<file path="src/rtl/m_axi_lite_traffic_if.sv">
// AXI4-Lite bus bundle for the traffic generator: five channels, with a master
// modport and a slave modport.
interface m_axi_lite_traffic_if #(
    parameter int DWIDTH = 32,
    parameter int AWIDTH = 32
);
    logic                  awvalid;
    logic [AWIDTH-1:0]     awaddr;
    logic [2:0]            awprot;
    logic                  awready;
    logic                  wvalid;
    logic [DWIDTH-1:0]     wdata;
    logic [DWIDTH/8-1:0]   wstrb;
    logic                  wready;
    logic                  bvalid;
    logic [1:0]            bresp;
    logic                  bready;
    logic                  arvalid;
    logic [AWIDTH-1:0]     araddr;
    logic [2:0]            arprot;
    logic                  arready;
    logic                  rvalid;
    logic [DWIDTH-1:0]     rdata;
    logic [1:0]            rresp;
    logic                  rready;

    modport master (
        output awvalid, awaddr, awprot, input awready,
        output wvalid, wdata, wstrb, input wready,
        input bvalid, bresp, output bready,
        output arvalid, araddr, arprot, input arready,
        input rvalid, rdata, rresp, output rready
    );

    modport slave (
        input awvalid, awaddr, awprot, output awready,
        input wvalid, wdata, wstrb, output wready,
        output bvalid, bresp, input bready,
        input arvalid, araddr, arprot, output arready,
        output rvalid, rdata, rresp, input rready
    );
endinterface

</file>
<file path="src/rtl/m_axi_lite_traffic.sv">
// AXI4-Lite master traffic generator and checker. It writes and/or reads back
// a seed-derived incrementing pattern and counts response and data errors.
module m_axi_lite_traffic #(
    parameter int                DWIDTH    = 32,
    parameter int                AWIDTH    = 32,
    parameter int                TXN_NUM   = 4,
    parameter logic [AWIDTH-1:0] BASE_ADDR = '0,
    parameter int                ADDR_STEP = DWIDTH / 8,
    parameter int                ECNT_W    = 16
) (
    input  logic                 clk,
    input  logic                 xrst,
    input  logic                 req,
    input  logic [1:0]           mode,
    input  logic [DWIDTH-1:0]    seed,
    output logic                 busy,
    output logic                 ack,
    output logic                 err,
    output logic [ECNT_W-1:0]    err_cnt,
    output logic [DWIDTH-1:0]    probe,
    m_axi_lite_traffic_if.master axi
);
    localparam int IDX_W = (TXN_NUM > 1) ? $clog2(TXN_NUM) : 1;

    localparam logic [1:0] ST_IDLE  = 2'd0;
    localparam logic [1:0] ST_WRITE = 2'd1;
    localparam logic [1:0] ST_READ  = 2'd2;
    localparam logic [1:0] ST_COMP  = 2'd3;

    logic [1:0]        state;
    logic [1:0]        mode_q;
    logic [DWIDTH-1:0] seed_q;
    logic [DWIDTH-1:0] rd_exp;
    logic [IDX_W-1:0]  wr_idx;
    logic [IDX_W-1:0]  rd_idx;
    logic              aw_hs, w_hs, b_hs, ar_hs, r_hs;
    logic              wr_last, rd_last, verify;
    logic [1:0]        err_inc;

    function automatic logic [ECNT_W-1:0] sat_add(input logic [ECNT_W-1:0] a,
                                                  input logic [1:0] b);
        logic [ECNT_W:0] s;
        s = {1'b0, a} + (ECNT_W + 1)'(b);
        return s[ECNT_W] ? {ECNT_W{1'b1}} : s[ECNT_W-1:0];
    endfunction

    assign axi.awprot = 3'b000;
    assign axi.arprot = 3'b001;
    assign axi.wstrb  = '1;
    assign probe      = {{(DWIDTH - 2){1'b0}}, state};

    assign aw_hs   = axi.awvalid & axi.awready;
    assign w_hs    = axi.wvalid & axi.wready;
    assign b_hs    = axi.bvalid & axi.bready;
    assign ar_hs   = axi.arvalid & axi.arready;
    assign r_hs    = axi.rvalid & axi.rready;
    assign wr_last = (wr_idx == IDX_W'(TXN_NUM - 1));
    assign rd_last = (rd_idx == IDX_W'(TXN_NUM - 1));
    assign verify  = (mode_q != 2'b01);

    // A read beat can carry both a bad response and bad data, so up to two errors per cycle.
    always_comb begin
        err_inc = 2'd0;
        if (b_hs && axi.bresp[1]) err_inc = err_inc + 2'd1;
        if (r_hs && axi.rresp[1]) err_inc = err_inc + 2'd1;
        if (r_hs && verify && (axi.rdata != rd_exp)) err_inc = err_inc + 2'd1;
    end

    always_ff @(posedge clk or negedge xrst) begin
        if (!xrst) begin
            state       <= ST_IDLE;
            busy        <= 1'b0;
            ack         <= 1'b0;
            err         <= 1'b0;
            err_cnt     <= '0;
            mode_q      <= 2'b00;
            seed_q      <= '0;
            rd_exp      <= '0;
            wr_idx      <= '0;
            rd_idx      <= '0;
            axi.awvalid <= 1'b0;
            axi.wvalid  <= 1'b0;
            axi.bready  <= 1'b0;
            axi.arvalid <= 1'b0;
            axi.rready  <= 1'b0;
            axi.awaddr  <= BASE_ADDR;
            axi.araddr  <= BASE_ADDR;
            axi.wdata   <= '0;
        end else begin
            if (err_inc != 2'd0) begin
                err     <= 1'b1;
                err_cnt <= sat_add(err_cnt, err_inc);
            end
            case (state)
                ST_IDLE: begin
                    if (req) begin
                        mode_q     <= mode;
                        seed_q     <= seed;
                        wr_idx     <= '0;
                        rd_idx     <= '0;
                        ack        <= 1'b0;
                        err        <= 1'b0;
                        err_cnt    <= '0;
                        busy       <= 1'b1;
                        axi.awaddr <= BASE_ADDR;
                        axi.araddr <= BASE_ADDR;
                        axi.wdata  <= seed;
                        rd_exp     <= seed;
                        if (mode == 2'b10) begin
                            state       <= ST_READ;
                            axi.arvalid <= 1'b1;
                        end else begin
                            state       <= ST_WRITE;
                            axi.awvalid <= 1'b1;
                            axi.wvalid  <= 1'b1;
                        end
                    end
                end
                ST_WRITE: begin
                    if (aw_hs) axi.awvalid <= 1'b0;
                    if (w_hs)  axi.wvalid  <= 1'b0;
                    // Open the B channel only once both AW and W have been accepted.
                    if ((axi.awvalid || axi.wvalid) && (!axi.awvalid || aw_hs) &&
                        (!axi.wvalid || w_hs))
                        axi.bready <= 1'b1;
                    if (b_hs) begin
                        axi.bready <= 1'b0;
                        if (wr_last) begin
                            if (mode_q == 2'b01) begin
                                state <= ST_COMP;
                            end else begin
                                state       <= ST_READ;
                                axi.arvalid <= 1'b1;
                                axi.araddr  <= BASE_ADDR;
                                rd_exp      <= seed_q;
                            end
                        end else begin
                            wr_idx      <= wr_idx + IDX_W'(1);
                            axi.awaddr  <= axi.awaddr + AWIDTH'(ADDR_STEP);
                            axi.wdata   <= axi.wdata + DWIDTH'(1);
                            axi.awvalid <= 1'b1;
                            axi.wvalid  <= 1'b1;
                        end
                    end
                end
                ST_READ: begin
                    if (ar_hs) begin
                        axi.arvalid <= 1'b0;
                        axi.rready  <= 1'b1;
                    end
                    if (r_hs) begin
                        axi.rready <= 1'b0;
                        if (rd_last) begin
                            state <= ST_COMP;
                        end else begin
                            rd_idx      <= rd_idx + IDX_W'(1);
                            axi.araddr  <= axi.araddr + AWIDTH'(ADDR_STEP);
                            rd_exp      <= rd_exp + DWIDTH'(1);
                            axi.arvalid <= 1'b1;
                        end
                    end
                end
                ST_COMP: begin
                    ack   <= 1'b1;
                    busy  <= 1'b0;
                    state <= ST_IDLE;
                end
                default: state <= ST_IDLE;
            endcase
        end
    end
endmodule

</file>
<file path="src/flat_wrapper.sv">
// flat-port wrapper written by rule: the top's interface ports become plain ports
module m_axi_lite_traffic_flat 
#(
    parameter int                DWIDTH    = 32,
    parameter int                AWIDTH    = 32,
    parameter int                TXN_NUM   = 4,
    parameter logic [AWIDTH-1:0] BASE_ADDR = '0,
    parameter int                ADDR_STEP = DWIDTH / 8,
    parameter int                ECNT_W    = 16
)
  (clk, xrst, req, mode, seed, busy, ack, err, err_cnt, probe, axi_awvalid, axi_awaddr, axi_awprot, axi_awready, axi_wvalid, axi_wdata, axi_wstrb, axi_wready, axi_bvalid, axi_bresp, axi_bready, axi_arvalid, axi_araddr, axi_arprot, axi_arready, axi_rvalid, axi_rdata, axi_rresp, axi_rready);
  m_axi_lite_traffic_if #(.DWIDTH(DWIDTH), .AWIDTH(AWIDTH)) axi_i ();
  input  logic clk;
  input  logic xrst;
  input  logic req;
  input  logic [1:0] mode;
  input  logic [DWIDTH-1:0] seed;
  output logic busy;
  output logic ack;
  output logic err;
  output logic [ECNT_W-1:0] err_cnt;
  output logic [DWIDTH-1:0] probe;
  output wire logic [$bits(axi_i.awvalid)-1:0] axi_awvalid;
  output wire logic [$bits(axi_i.awaddr)-1:0] axi_awaddr;
  output wire logic [$bits(axi_i.awprot)-1:0] axi_awprot;
  input wire logic [$bits(axi_i.awready)-1:0] axi_awready;
  output wire logic [$bits(axi_i.wvalid)-1:0] axi_wvalid;
  output wire logic [$bits(axi_i.wdata)-1:0] axi_wdata;
  output wire logic [$bits(axi_i.wstrb)-1:0] axi_wstrb;
  input wire logic [$bits(axi_i.wready)-1:0] axi_wready;
  input wire logic [$bits(axi_i.bvalid)-1:0] axi_bvalid;
  input wire logic [$bits(axi_i.bresp)-1:0] axi_bresp;
  output wire logic [$bits(axi_i.bready)-1:0] axi_bready;
  output wire logic [$bits(axi_i.arvalid)-1:0] axi_arvalid;
  output wire logic [$bits(axi_i.araddr)-1:0] axi_araddr;
  output wire logic [$bits(axi_i.arprot)-1:0] axi_arprot;
  input wire logic [$bits(axi_i.arready)-1:0] axi_arready;
  input wire logic [$bits(axi_i.rvalid)-1:0] axi_rvalid;
  input wire logic [$bits(axi_i.rdata)-1:0] axi_rdata;
  input wire logic [$bits(axi_i.rresp)-1:0] axi_rresp;
  output wire logic [$bits(axi_i.rready)-1:0] axi_rready;
  assign axi_awvalid = axi_i.awvalid;
  assign axi_awaddr = axi_i.awaddr;
  assign axi_awprot = axi_i.awprot;
  assign axi_i.awready = axi_awready;
  assign axi_wvalid = axi_i.wvalid;
  assign axi_wdata = axi_i.wdata;
  assign axi_wstrb = axi_i.wstrb;
  assign axi_i.wready = axi_wready;
  assign axi_i.bvalid = axi_bvalid;
  assign axi_i.bresp = axi_bresp;
  assign axi_bready = axi_i.bready;
  assign axi_arvalid = axi_i.arvalid;
  assign axi_araddr = axi_i.araddr;
  assign axi_arprot = axi_i.arprot;
  assign axi_i.arready = axi_arready;
  assign axi_i.rvalid = axi_rvalid;
  assign axi_i.rdata = axi_rdata;
  assign axi_i.rresp = axi_rresp;
  assign axi_rready = axi_i.rready;
  m_axi_lite_traffic #(.DWIDTH(DWIDTH), .AWIDTH(AWIDTH), .TXN_NUM(TXN_NUM), .BASE_ADDR(BASE_ADDR), .ADDR_STEP(ADDR_STEP), .ECNT_W(ECNT_W)) u_core (.clk(clk), .xrst(xrst), .req(req), .mode(mode), .seed(seed), .busy(busy), .ack(ack), .err(err), .err_cnt(err_cnt), .probe(probe), .axi(axi_i));
endmodule
</file>
<file path="config.mk">
export PLATFORM = sky130hd
export DESIGN_NAME = m_axi_lite_traffic_flat
export DESIGN_NICKNAME = d
export VERILOG_FILES = /design/src/rtl/m_axi_lite_traffic_if.sv /design/src/rtl/m_axi_lite_traffic.sv /design/src/flat_wrapper.sv
export SDC_FILE = /design/constraint.sdc
export NUM_CORES = 1
export LEC_CHECK = 0
export CELL_PAD_IN_SITES_DETAIL_PLACEMENT = 1
export CELL_PAD_IN_SITES_GLOBAL_PLACEMENT = 1
export CORE_ASPECT_RATIO = 1.1
export CORE_MARGIN = 3
export CORE_UTILIZATION = 38
export DETAILED_ROUTE_END_ITERATION = 7
export GPL_ROUTABILITY_DRIVEN = 0
export GPL_TIMING_DRIVEN = 0
export PLACE_DENSITY = 0.86
export SLEW_MARGIN = 30
export SYNTH_ARGS = -nofsm -noshare
export SYNTH_HDL_FRONTEND = slang
export SYNTH_SLANG_ARGS = --single-unit
export TNS_END_PERCENT = 10
</file>
<file path="constraint.sdc">
create_clock -name clk -period 4.5 [get_ports clk]
set_clock_uncertainty 0.2 [all_clocks]
set_input_delay 1.125 -clock clk [delete_from_list [all_inputs] [get_ports clk]]
set_output_delay 1.125 -clock clk [all_outputs]
set_load 0.02 [all_outputs]
</file>
== Yosys cells after proc, flatten, opt, wreduce, memory -nomap -nowiden ==
Cells that the tools add are included.
Cells by class
  add/subtract/negate cells: 9
  eq/ne operators: 19
  mux-type cells: 72
  bitwise gates (word level): 5
  reductions and logical operators: 29
Operators by type and width (number)
  $mux 32: 16
  $pmux 32 s3: 2
  $pmux 32 s2: 2
  $add 32x1->32 const B: 2
  $add 32x3->32 const B: 2
  $mux 16: 4
  $ne 32x32->1: 1
  $mux 1: 27
  $mux 2: 13
  $add 16x2->17: 1
  $ne 2x1->1 const B: 6
  $reduce_bool 2->1: 6
  $eq 2x2->1 const B: 5
  $ne 2x2->1 const B: 5
  $pmux 1 s2: 4
  $pmux 2 s2: 2
  $pmux 2 s4: 1
  $reduce_and 2->1: 4
  $reduce_and 4->1: 2
  $reduce_and 7->1: 1
  $add 2x1->2 const B: 3
  $logic_and 1x1->1: 6
  $reduce_and 6->1: 1
  $and 1x1->1: 5
  9 further kinds: 13
Storage, ports and cells
  flip-flop bits (word level): 192
  bits of input ports: 78
  output and inout bits: 162
  logic and storage cells: 152

== Longest topological paths before layout ==
Gate-level depths: netlist of the first run.
  depth after elaboration: 12
  gate-level depth with buffers: 16
  depth with buffers taken out: 14

== Least setup slack after synthesis of the first run ==
No wires, ideal clock.
  path kind: in2reg
  start point: input port axi_rdata[28]
  end point: register u_core.err_cnt[2]
  library setup time: 99 ps
  data arrival time: 3927 ps
  required time: 4201 ps
  setup slack: 274 ps
  stages: 14
  buffers on the path: 1
  cell sequence: xor2_1 > nor4_1 > nand4_1 > o21ai_2 > xnor2_1 > ha_1 > fa_1 > and3_1 > and3_1 > nand4_1 > nor3_2 > nor2b_4 > buf_6 > a311oi_1
Between the ends
  word-level cells in the longest chain between the ends: 8
  elaborated cells on any way between the ends: 9
  those cells by class: 1 x add/sub; 1 x eq/ne; 5 x mux; 2 x reduce/logical
RTL lines
  from (decl): RTL line flat_wrapper.sv:39  | input wire logic [$bits(axi_i.rdata)-1:0] axi_rdata;
  $ne 32x32->1 (*): RTL line m_axi_lite_traffic.sv:66  | if (r_hs && verify && (axi.rdata != rd_exp)) err_inc = err_inc + 2'd1;
  $logic_and 1x1->1 (*): RTL line m_axi_lite_traffic.sv:66
  $mux 2 (*): RTL line m_axi_lite_traffic.sv:66
  $add 16x2->17: RTL line m_axi_lite_traffic.sv:43  | s = {1'b0, a} + (ECNT_W + 1)'(b);
  $mux 16: RTL line m_axi_lite_traffic.sv:44  | return s[ECNT_W] ? {ECNT_W{1'b1}} : s[ECNT_W-1:0];
  $mux 16 (*): RTL line m_axi_lite_traffic.sv:90  | if (err_inc != 2'd0) begin
  $mux 16: RTL line m_axi_lite_traffic.sv:96  | if (req) begin
  $mux 16 (*): RTL line m_axi_lite_traffic.sv:94  | case (state)
  to (signal assigned): RTL line m_axi_lite_traffic.sv:92  | err_cnt <= sat_add(err_cnt, err_inc);
  to (decl): RTL line m_axi_lite_traffic.sv:19  | output logic [ECNT_W-1:0] err_cnt,
Every way passes the cells marked *; elsewhere a longest branch is shown, timed or not.
A chain may end at the register's enable or synchronous reset.

== Final worst setup path of the first run ==
  start point: input port axi_rdata[31]
  end point: register u_core.err_cnt[2]
The elaborated chain is that of the path after synthesis.

==> results of run 1 <==
## state kept, by name, indices dropped and copies added (netlist names), 2 cells and up
register	flops
u_core.state	2
u_core.wr_idx	2
u_core.rd_exp	32
u_core.err_cnt	16
u_core.rd_idx	2
u_core.mode_q	2
u_core.axi.wdata	32
u_core.seed_q	32
u_core.axi.araddr	30
u_core.axi.awaddr	30
## final timing paths
kind,cells past startpoint,startpoint,to
worst max-delay path,12,axi_rdata[31],u_core.err_cnt[2]
worst min-delay path,2,u_core.seed_q[24],u_core.seed_q[24]
worst max register to register,12,u_core.rd_exp[2],u_core.err_cnt[2]
worst min register to register,2,u_core.seed_q[24],u_core.seed_q[24]
max in group asynchronous,3,xrst,u_core.axi.wdata[8]
min in group asynchronous,1,xrst,u_core.axi.araddr[20]
## per-layer routing
metal | up-vias | track usage, %
met5 | - | 0
met4 | 0 | 8.35
met3 | 56 | 4.90
met2 | 337 | 43.6
met1 | 5397 | 30.7
li1 | 4980 | -
## cell usage in the layout, fill, tap and decap left out, types with 13 or more instances in the layout
cell type        netlist  final
buf_4                 44     53
nand3_1               57     57
o31ai_1               15     15
a221oi_1              16     16
a21oi_1               75     74
o21ai_0               86     85
nand2_1              215    215
a21o_1                13     13
mux2i_1               15     15
and3_1                29     26
clkbuf_1              54     53
or3_1                 15     15
xnor2_1               23     22
nor2_1               103    103
xor2_1                55     54
a31oi_1               14     14
nand4_1               30     30
o22ai_1               31     31
dfrtp_1              188    188
nor3_1                17     17
ha_1                  14     13
inv_1                 28     28
conb_1                 2     44
clkdlybuf4s50_1        0    185
clkbuf_16              0     17
a22o_1                16     16
## repair_timing
item / in CTS / in global routing
setup buffers: 4 / 7
resized for setup: 7 / 25
endpoints found under the setup margin: 11 / 12
endpoints found under the hold margin: 0 / 0
pin swaps: 6 / 15
## worst register-to-register path: stages (launching register included)
cell,delay [ns]
dfrtp_1,0.35
buf_2,0.17
xor2_2,0.19
nor4_2,0.30
nand4_1,0.27
o21ai_4,0.34
buf_4,0.17
buf_4,0.09
buf_4,0.09
mux2i_1,0.61
clkbuf_1,0.48
a21oi_1,0.19
a311oi_2,0.30
## through the flow
stage                     hold slack [ns]  cell area (sq um)
after floorplan                     0.238              11100
after global placement              0.254              13500
after detailed placement            0.262              13500
after CTS                           0.280              14200
after global routing                0.306              14300
final                               0.279              14300
## report_power, final
group | internal (mW) | switching (mW) | total [mW]
clock | 0.852 | 0.706 | 1.56
sequential | 2.23 | 0.601 | 2.83
combinational | 1.61 | 2.89 | 4.50
## cell families after synthesis
group	share of synthesized area, %
fa+ha+maj	1.79
xor+xnor	6.25
compound gates	17.3
flops	43.0
mux	1.58
buf+inv	6.95
simple gates	23.0
other cells	0.0687
## layout make-up
type	instances	area share, %
clock buffers	19	3.16
clock inverters	12	0.961
well taps	363	3.17
plain buffers	116	4.44
inverters	29	0.760
repair buffers	206	14.7
flip-flops and latches	188	32.8
diodes	1	0.0175
multi-input cells	988	40.0
==> metrics.md, run 1 <==
| Metric | Value |
|---|---|
| First-pass GRT wire length | 61.3 mm |
| Post-synth EDFFs | 0 |
| Crit Path Class | in2reg |
| Clock transition at the registers of the reported paths | 0.07 ns |
| Top cell type by total area after synthesis | dfrtp_1 |
| Area of the multi-input gates | 5730 sq um |
| Max Used Layer | met4 |
| PortBufs | 193 |
| Synth Warn # | 0 |
| Worst path bufs/invs | 5 |
| Routed wl met3 | 2.22 mm |
| Layout cells sized above 1 | 8.79% |
| Iter 0 DRT Violations | 646 |
| Initial core utilization | 38.9% |
| Skew-Pair Late Insertion Delay | 0.44 ns |
| H-tree levels | 4 |
| Die ar. | 30,800 sq um |
| Fmax | 0.226 GHz |
| Worst Tran Pin Value | 0.721 ns |
| Vias | 10,800 |
| Wire per inst | 20.3 um |
| I/O pin cnt | 240 |
| Setup TNS | 0 ns |
| Maximum clock insertion buffer count | 2 |
| PwrDens | 621 nW/um^2 |
| Antenna Nets Post-Route | 0 |
| Post-detailed-routing wire length | 39.1 mm |
| Sequential cell area fraction in the yosys report | 43.0% |
| Top_reg_cell synth | dfrtp_1 |
| Mean Syn Cell Area | 8.53 sq um |
| Final Worst Setup Slack | 0.0719 ns |
| FF+latch area | 4700 sq um |
| GR Overflow Total | 0 |
| Worst Hold Class | reg2reg |
| Final Util | 51.0% |
| Worst path required time | 4.64 ns |
| CP dominant cell by count | buf_4 |
| Largest net degree at the start of global routing | 77 |
| Core Area | 28,100 sq um |
| Hold-fix buffers at CTS | 0 |
| Metal2 WL | 19.6 mm |
| CTS tree | done |
| TritonRoute pass-1 iters | 5 |
| Worst setup SP type | primary input |
| Worst slack at placement | -1.04 ns |
| Hpwl dp | 29.4 mm |
| Distinct cell type count after synthesis | 64 |
| Critical Path Slowest Stage Cell | mux2i_1 |
| Leak | 6.31 nW |
| Seq cells post-synth | 188 |
| Crit-path max cell delay | 0.61 ns |
| Worst path top cell family by delay | buffers and inverters |
| Die width | 168 um |
| Status | completed |
| CP Cell Sequence | clkdlybuf4s50_1 > xor2_1 > nor4_2 > nand4_1 > o21ai_4 > buf_4 > buf_4 > buf_4 > mux2i_1 > clkbuf_1 > a21oi_1 > a311oi_2 |
| Min cycle time layout | 4.43 ns |
| Final nets | 1,639 |
| Gr usage total | 24.8% |
| Remaining DRCs | 0 |
| VDD IR-drop max | 305 uV |
| Area of the mapped netlist | 10,900 sq um |
| Unrepaired setup endpoints after global routing | true |
| CTS Buf Count | 17 |
| Final hold violations | 0 |
| Finished Layout Cells | 1,922 |
| Cell with the most instances after synthesis | nand2_1 |
| Layout area overhead | 31.1% |
| Initial antenna violation count | 1 |
| Final setup fails | 0 |
| Clk root buf | clkbuf_16 |
| Synth top cells by count | nand2_1 (215), dfrtp_1 (188), nor2_1 (103) |
| Worst EP arrival | 4.57 ns |
| Filler cell count in the final layout | 3,265 |
| Worst Path Max Fanout | 10 |
| Post-synth ARST share | 100% |
| Pins Over Slew Limit | 0 |
| Length of routed wiring on met1 | 16.2 mm |
| Max_cap viols | 0 |
| Synth Instances | 1,281 |
| R2R setup slack | 0.65 ns |
| Vias in the first global route | 11,000 |
| Tot Pwr | 8.89 mW |
| Placed cell count | 1,881 |
| Vert. Die Dim | 184 um |
| Detailed-route vias per instance | 5.60 |
| Top cell type's share of synthesized area | 43.0% |
| Period utilization | 98.4% |
| Clock sinks | 188 |
| Row count | 64 |
| Top cells by area, synth | dfrtp_1 (43%), nand2_1 (7.4%), xor2_1 (4.4%) |
| Relative slew margins | 50.5% |
| Worst Setup End Kind | register |
(Power assumes the default switching activity.)
==> inputs of run 2 (changes only) <==
--- a/config.mk
+++ b/config.mk
@@ -6,14 +6,14 @@
 export NUM_CORES = 1
 export LEC_CHECK = 0
 export CELL_PAD_IN_SITES_DETAIL_PLACEMENT = 1
-export CELL_PAD_IN_SITES_GLOBAL_PLACEMENT = 1
+export CELL_PAD_IN_SITES_GLOBAL_PLACEMENT = 2
 export CORE_ASPECT_RATIO = 1.1
 export CORE_MARGIN = 3
-export CORE_UTILIZATION = 38
+export CORE_UTILIZATION = 30
 export DETAILED_ROUTE_END_ITERATION = 7
 export GPL_ROUTABILITY_DRIVEN = 0
 export GPL_TIMING_DRIVEN = 0
-export PLACE_DENSITY = 0.86
+export PLACE_DENSITY = 0.85
 export SLEW_MARGIN = 30
 export SYNTH_ARGS = -nofsm -noshare
 export SYNTH_HDL_FRONTEND = slang
==> run 2 against run 1 <==
Net effect: final area grew 1.5%; clock power grew 5%; die area grew 26%; register-to-register slack lost 0.09 ns; combinational power is essentially flat; non-clock buffer count shrank 1; core utilization shrank 10 points; sequential power is essentially flat; worst hold slack gained 0.0032 ns; setup slack gained 0.21 ns; critical path type unchanged; largest cell class unchanged; largest power group unchanged.
==> metrics.md, run 2 (same netlist as run 1, synthesis figures left out) <==
| Metric | Value |
|---|---|
| Commonest non-fill, non-tap cell in the layout | nand2_1 (unchanged) |
| PwrDens | 617 nW/um^2 (was 621 nW/um^2) |
| Critical Path Slowest Stage Cell | o21ai_4 (was mux2i_1) |
| Unrepaired setup endpoints after global routing | false (was true) |
| CP Cell Sequence | dlymetal6s2s_1 > xor2_1 > nor4_2 > nand4_1 > o21ai_4 > xnor2_2 > ha_2 > fa_2 > and3_4 > and3_4 > nand4_1 > nor3_4 > buf_6 > a21o_1 > a21oi_1 > a211oi_2 (was clkdlybuf4s50_1 > xor2_1 > nor4_2 > nand4_1 > o21ai_4 > buf_4 > buf_4 > buf_4 > mux2i_1 > clkbuf_1 > a21oi_1 > a311oi_2) |
| Setup TNS | 0 ns (unchanged) |
| Vias in the first global route | 10,900 (was 11,000) |
| Post-detailed-routing wire length | 40.2 mm (was 39.1 mm) |
| Pins Over Slew Limit | 0 (unchanged) |
| CTS Buf Count | 17 (unchanged) |
| Worst slack at placement | -1.09 ns (was -1.04 ns) |
| Skew-Pair Late Insertion Delay | 0.44 ns (about the same) |
| Maximum clock insertion buffer count | 2 (unchanged) |
| Worst path top cell family by delay | simple AND/OR/NAND/NOR gates (was buffers and inverters) |
| Vias | 10,500 (was 10,800) |
| Detailed-route vias per instance | 5.16 (was 5.60) |
| Int Pwr | 4.77 mW (was 4.69 mW) |
| First-pass GRT wire length | 63.7 mm (was 61.3 mm) |
| Reg power frac | 31.6% (was 31.8%) |
| Largest net degree at the start of global routing | 70 (was 77) |
| TritonRoute pass-1 iters | 7 (was 5) |
| Area after DPL | 13,700 sq um (was 13,500 sq um) |
| Fmax | 0.237 GHz (was 0.226 GHz) |
| Vert. Die Dim | 206 um (was 184 um) |
| Design area | 14,500 sq um (was 14,300 sq um) |
| Final setup fails | 0 (unchanged) |
| Relative slew margins | 42.5% (was 50.5%) |
| Period utilization | 93.6% (was 98.4%) |
| Die width | 188 um (was 168 um) |
| Antenna Nets Post-Route | 0 (unchanged) |
| Worst Path Max Fanout | 5 (was 10) |
| Worst setup SP type | primary input (unchanged) |
| Gr usage total | 20.7% (was 24.8%) |
| Clock sinks | 188 (unchanged) |
| Min cycle time layout | 4.21 ns (was 4.43 ns) |
| Final Worst Setup Slack | 0.286 ns (was 0.0719 ns) |
| Worst path required time | 4.66 ns (was 4.64 ns) |
| Clock power share | 18.3% (was 17.5%) |
| H-tree levels | 4 (unchanged) |
| Layout cells sized above 1 | 8.30% (was 8.79%) |
| Clk root buf | clkbuf_16 (unchanged) |
| Logic gate share of total power | 50.1% (was 50.6%) |
| VDD IR-drop max | 323 uV (was 305 uV) |
| Worst path bufs/invs | 2 (was 5) |
| Core Area | 35,600 sq um (was 28,100 sq um) |
| Worst Hold Class | reg2reg (unchanged) |
| GR Overflow Total | 0 (unchanged) |
| Most frequent cells in the layout | nand2_1 (215), dfrtp_1 (188), clkdlybuf4s50_1 (160) (was nand2_1 (215), dfrtp_1 (188), clkdlybuf4s50_1 (185)) |
| Filler cell count in the final layout | 4,204 (was 3,265) |
| Remaining DRCs | 0 (unchanged) |
| Worst Tran Pin Value | 0.862 ns (was 0.721 ns) |
| Final nets | 1,638 (was 1,639) |
| Final Util | 40.9% (was 51.0%) |
| Hold_ws | 0.282 ns (was 0.279 ns) |
| P_sw | 4.19 mW (was 4.20 mW) |
| Status | completed (unchanged) |
| Switching power as a share of total power | 46.8% (was 47.2%) |
| Wire per inst | 19.7 um (was 20.3 um) |
| Initial antenna violation count | 2 (was 1) |
| Crit-path max cell delay | 0.35 ns (was 0.61 ns) |
| Hpwl dp | 30.5 mm (was 29.4 mm) |
| Clock transition at the registers of the reported paths | 0.08 ns (was 0.07 ns) |
| Worst EP arrival | 4.37 ns (was 4.57 ns) |
| Die ar. | 38,800 sq um (was 30,800 sq um) |
| Leak | 6.54 nW (was 6.31 nW) |
| Max_cap viols | 0 (unchanged) |
| Initial core utilization | 30.7% (was 38.9%) |
| CTS tree | done (unchanged) |
| Layout area overhead | 33.0% (was 31.1%) |
| Row count | 72 (was 64) |
| PortBufs | 193 (unchanged) |
| Worst Setup End Kind | register (unchanged) |
| Crit Path Class | in2reg (unchanged) |
| Hold-fix buffers at CTS | 0 (unchanged) |
| I/O pin cnt | 240 (unchanged) |
| Final hold violations | 0 (unchanged) |
| Iter 0 DRT Violations | 610 (was 646) |
| Top Registers | u_core.axi.wdata: 32 flops, u_core.rd_exp: 32 flops, u_core.seed_q: 32 flops (unchanged) |
-- run 2: changes by cell type in the layout (fill, tap and decap cells not counted), moves of 2 or more --
cell | before | now
clkdlybuf4s50_1 | 185 | 160
clkinv_2 | 2 | 0
a311oi_1 | 0 | 4
clkbuf_8 | 2 | 0
a311oi_2 | 4 | 0
xor2_2 | 1 | 3
bufinv_16 | 2 | 4
xor2_1 | 54 | 52
dlymetal6s2s_1 | 7 | 32
buf_4 | 53 | 51
-- run 2: timing repair --
action | 4_1_cts | 5_1_grt
resized for setup | 12 | 39
pin swaps | 7 | 16
endpoints found under the setup margin | 12 | 11
setup buffers | 6 | 3
hold endpoints to repair | 0 | 0
-- run 2: path summary, 6_finish.rpt --
kind | to | start | depth (start not counted) | slack [ns]
max in group asynchronous | u_core.axi.awaddr[18] | xrst | 2 | 2.89
worst min register to register | u_core.seed_q[25] | u_core.seed_q[25] | 2 | 0.28
worst max-delay path | u_core.err_cnt[7] | axi_rdata[15] | 16 | 0.29
worst max register to register | u_core.err_cnt[7] | u_core.rd_exp[11] | 16 | 0.56
min in group asynchronous | u_core.axi.araddr[21] | xrst | 1 | 0.43
worst min-delay path | u_core.seed_q[25] | u_core.seed_q[25] | 2 | 0.28
-- run 2: through the flow --
stage          instances  power, mW
3_5_place_dp        1999       7.30
3_3_place_gp        1997       7.17
5_1_grt             2038       9.64
6_report            2038       8.97
4_1_cts             2033       9.02
2_1_floorplan       1323       5.43
-- run 2: power by group through the flow --
stage / sequential (mW) / combinational [mW] / clock, mW
floorplan: 2.93 / 2.51 / 0
global placement: 2.83 / 4.34 / 0
detailed placement: 2.86 / 4.45 / 0
CTS: 2.82 / 4.50 / 1.69
global route: 2.92 / 4.96 / 1.76
finish: 2.84 / 4.49 / 1.64
-- run 2: final cells by class --
cell class | instances | area (sq um) | share of cell area [%]
Tap cell | 481 | 602 | 4.14
Buffer | 117 | 647 | 4.45
Antenna cell | 2 | 5.00 | 0.0344
Inverter | 29 | 109 | 0.749
Multi-Input combinational cell | 988 | 5710 | 39.3
Sequential cell | 188 | 4700 | 32.4
Timing Repair Buffer | 204 | 2150 | 14.8
Clock buffer | 17 | 425 | 2.93
Clock inverter | 12 | 190 | 1.31
-- run 2: tightest hold or removal path, stage by stage, from the launching register on --
cell and delay, ns:
dfrtp_1 0.34, nand2_1 0.05, nand2_1 0.06
-- run 2: layer usage --
| metal | global-route usage, % | share of wire, % | vias to the layer above |
|---|---|---|---|
| met5 | 0 | 0 | - |
| met4 | 5.60 | 1.8 | 0 |
| met3 | 3.75 | 4.6 | 34 |
| met2 | 36.4 | 50 | 226 |
| met1 | 26.4 | 44 | 5289 |
| li1 | - | - | 4970 |
==> inputs of run 3 (changes only) <==
--- a/config.mk
+++ b/config.mk
@@ -14,6 +14,7 @@
 export GPL_ROUTABILITY_DRIVEN = 0
 export GPL_TIMING_DRIVEN = 0
 export PLACE_DENSITY = 0.85
+export SKIP_CTS_REPAIR_TIMING = 1
 export SLEW_MARGIN = 30
 export SYNTH_ARGS = -nofsm -noshare
 export SYNTH_HDL_FRONTEND = slang
==> constraint.sdc (replaced) <==
create_clock -name clk -period 4.5 [get_ports clk]
set_clock_uncertainty 0.2 [all_clocks]
set_input_delay 0.45 -clock clk [delete_from_list [all_inputs] [get_ports clk]]
set_output_delay 0.45 -clock clk [all_outputs]
set_load 0.02 [all_outputs]
==> run 3 against run 2 <==
Net effect: total power shrank 0.48%; sequential power is essentially flat; wire length shrank 0.28%; critical path type is now reg2reg; first-iteration DRC count shrank 5.2%.
==> metrics.md, run 3 (same netlist as run 1, synthesis figures left out) <==
| Metric | Value |
|---|---|
| Post-detailed-routing wire length | 40.1 mm (was 40.2 mm) |
| Worst Path Max Fanout | 8 (was 5) |
| Final hold violations | 0 (unchanged) |
| PwrDens | 623 nW/um^2 (was 617 nW/um^2) |
| Clk root buf | clkbuf_16 (unchanged) |
| Worst Tran Pin Value | 0.822 ns (was 0.862 ns) |
| Row count | 72 (unchanged) |
| TritonRoute pass-1 iters | 5 (was 7) |
| Status | completed (unchanged) |
| Gr usage total | 20.7% (about the same) |
| CTS tree | done (unchanged) |
| Period utilization | 94.6% (was 93.6%) |
| Largest net degree at the start of global routing | 70 (unchanged) |
| Setup TNS | 0 ns (unchanged) |
| Worst EP arrival | 4.40 ns (was 4.37 ns) |
| Final nets | 1,632 (was 1,638) |
| Vias | 10,500 (about the same) |
| Crit Path Class | reg2reg (was in2reg) |
| Worst path top cell family by delay | simple AND/OR/NAND/NOR gates (unchanged) |
| Crit-path max cell delay | 0.42 ns (was 0.35 ns) |
| Antenna Nets Post-Route | 0 (unchanged) |
| Area after DPL | 13,700 sq um (unchanged) |
| Design area | 14,300 sq um (was 14,500 sq um) |
| I/O pin cnt | 240 (unchanged) |
| Leak | 6.20 nW (was 6.54 nW) |
| Iter 0 DRT Violations | 578 (was 610) |
| Worst path required time | 4.65 ns (was 4.66 ns) |
| Skew-Pair Late Insertion Delay | 0.44 ns (about the same) |
| Relative slew margins | 45.2% (was 42.5%) |
| Clock sinks | 188 (unchanged) |
| Die ar. | 38,800 sq um (unchanged) |
| Die width | 188 um (unchanged) |
| Vias in the first global route | 10,900 (about the same) |
| Pins Over Slew Limit | 0 (unchanged) |
| Commonest non-fill, non-tap cell in the layout | nand2_1 (unchanged) |
| Core Area | 35,600 sq um (unchanged) |
| Worst Setup End Kind | register (unchanged) |
| Layout area overhead | 31.1% (was 33.0%) |
| Maximum clock insertion buffer count | 2 (unchanged) |
| Detailed-route vias per instance | 5.17 (was 5.16) |
| Initial core utilization | 30.7% (unchanged) |
| CTS Buf Count | 17 (unchanged) |
| Fmax | 0.235 GHz (was 0.237 GHz) |
| Tot Pwr | 8.92 mW (was 8.97 mW) |
| CP Cell Sequence | buf_2 > xor2_1 > nor4_1 > nand4_1 > o21ai_2 > xnor2_1 > ha_1 > fa_1 > and3_1 > and3_1 > nand4_1 > nor3_4 > buf_4 > nor2b_4 > buf_6 > a311oi_1 (was dlymetal6s2s_1 > xor2_1 > nor4_2 > nand4_1 > o21ai_4 > xnor2_2 > ha_2 > fa_2 > and3_4 > and3_4 > nand4_1 > nor3_4 > buf_6 > a21o_1 > a21oi_1 > a211oi_2) |
| Filler cell count in the final layout | 4,227 (was 4,204) |
| GR Overflow Total | 0 (unchanged) |
| Worst setup SP type | register (was primary input) |
| Critical Path Slowest Stage Cell | o21ai_2 (was o21ai_4) |
| Max_cap viols | 0 (unchanged) |
| Wire per inst | 19.7 um (about the same) |
| Unrepaired setup endpoints after global routing | false (unchanged) |
| Remaining DRCs | 0 (unchanged) |
| Layout cells sized above 1 | 6.97% (was 8.30%) |
| Most frequent cells in the layout | nand2_1 (215), clkdlybuf4s50_1 (192), dfrtp_1 (188) (was nand2_1 (215), dfrtp_1 (188), clkdlybuf4s50_1 (160)) |
| Top Registers | u_core.axi.wdata: 32 flops, u_core.rd_exp: 32 flops, u_core.seed_q: 32 flops (unchanged) |
| Worst Hold Class | reg2reg (unchanged) |
| Final setup fails | 0 (unchanged) |
| Clock transition at the registers of the reported paths | 0.08 ns (about the same) |
| Worst path bufs/invs | 3 (was 2) |
| VDD IR-drop max | 323 uV (about the same) |
| H-tree levels | 4 (unchanged) |
| Min cycle time layout | 4.26 ns (was 4.21 ns) |
| PortBufs | 193 (unchanged) |
| Initial antenna violation count | 2 (unchanged) |
| First-pass GRT wire length | 63.5 mm (was 63.7 mm) |
| Vert. Die Dim | 206 um (unchanged) |
| Hpwl dp | 30.5 mm (unchanged) |
run 3: cell types whose count changed in the layout (fill, tap and decap cells not counted), moves of 3 or more:
cell | previous run | this run
buf_4 | 51 | 45
clkdlybuf4s50_1 | 160 | 192
dlymetal6s2s_1 | 32 | 0
xor2_1 | 52 | 55
xor2_2 | 3 | 0
run 3: layout make-up:
| type | instances | area [sq um] | share of cell area, % |
|---|---|---|---|
| diodes | 2 | 5.00 | 0.0349 |
| plain buffers | 118 | 651 | 4.54 |
| clock buffers | 17 | 425 | 2.97 |
| clock inverters | 12 | 190 | 1.33 |
| inverters | 29 | 109 | 0.760 |
| multi-input cells | 988 | 5630 | 39.3 |
| flip-flops and latches | 188 | 4700 | 32.8 |
| well taps | 481 | 602 | 4.20 |
| repair buffers | 197 | 2010 | 14.0 |
run 3: power by group:
| group | leakage (nW) | switching (mW) | internal [mW] |
|---|---|---|---|
| registers | 2.42 | 0.602 | 2.23 |
| clock network | 0.294 | 0.710 | 0.933 |
| logic | 3.49 | 2.86 | 1.59 |
run 3: worst paths after layout:
| path | endpoint | depth (start not counted) | slack [ns] | from |
|---|---|---|---|---|
| min in group asynchronous | u_core.axi.araddr[21] | 2 | 0.35 | xrst |
| max in group asynchronous | u_core.axi.awaddr[18] | 3 | 2.98 | xrst |
| min reg2reg | u_core.seed_q[25] | 2 | 0.28 | u_core.seed_q[25] |
| min | u_core.seed_q[25] | 2 | 0.28 | u_core.seed_q[25] |
| max reg2reg | u_core.err_cnt[2] | 16 | 0.24 | u_core.rd_exp[3] |
| max | u_core.err_cnt[2] | 16 | 0.24 | u_core.rd_exp[3] |
run 3: metrics by stage:
| stage | setup slack, ns | hold slack, ns | utilization [%] | instances |
|---|---|---|---|---|
| final | 0.245 | 0.282 | 40.3 | 2032 |
| after global routing | 0.0228 | 0.293 | 40.3 | 2032 |
| after CTS | -0.0999 | -0.245 | 40.2 | 2028 |
| after detailed placement | -0.417 | 0.246 | 38.4 | 1999 |
| after global placement | -5.88 | 0.254 | 38.3 | 1997 |
| after floorplan | 0.914 | -0.0456 | - | 1323 |
run 3: worst min-delay path, cell delays in order (launching register included):
cell	delay [ns]
dfrtp_1	0.34
nand2_1	0.05
nand2_1	0.06
run 3: metal layers:
layer | global-route usage [%] | up-vias | routed length [um]
met4 | 5.60 | 0 | 611
met1 | 26.4 | 5291 | 17800
met2 | 36.2 | 217 | 20000
met3 | 3.75 | 30 | 1660
met5 | 0 | - | 0
li1 | - | 4963 | -
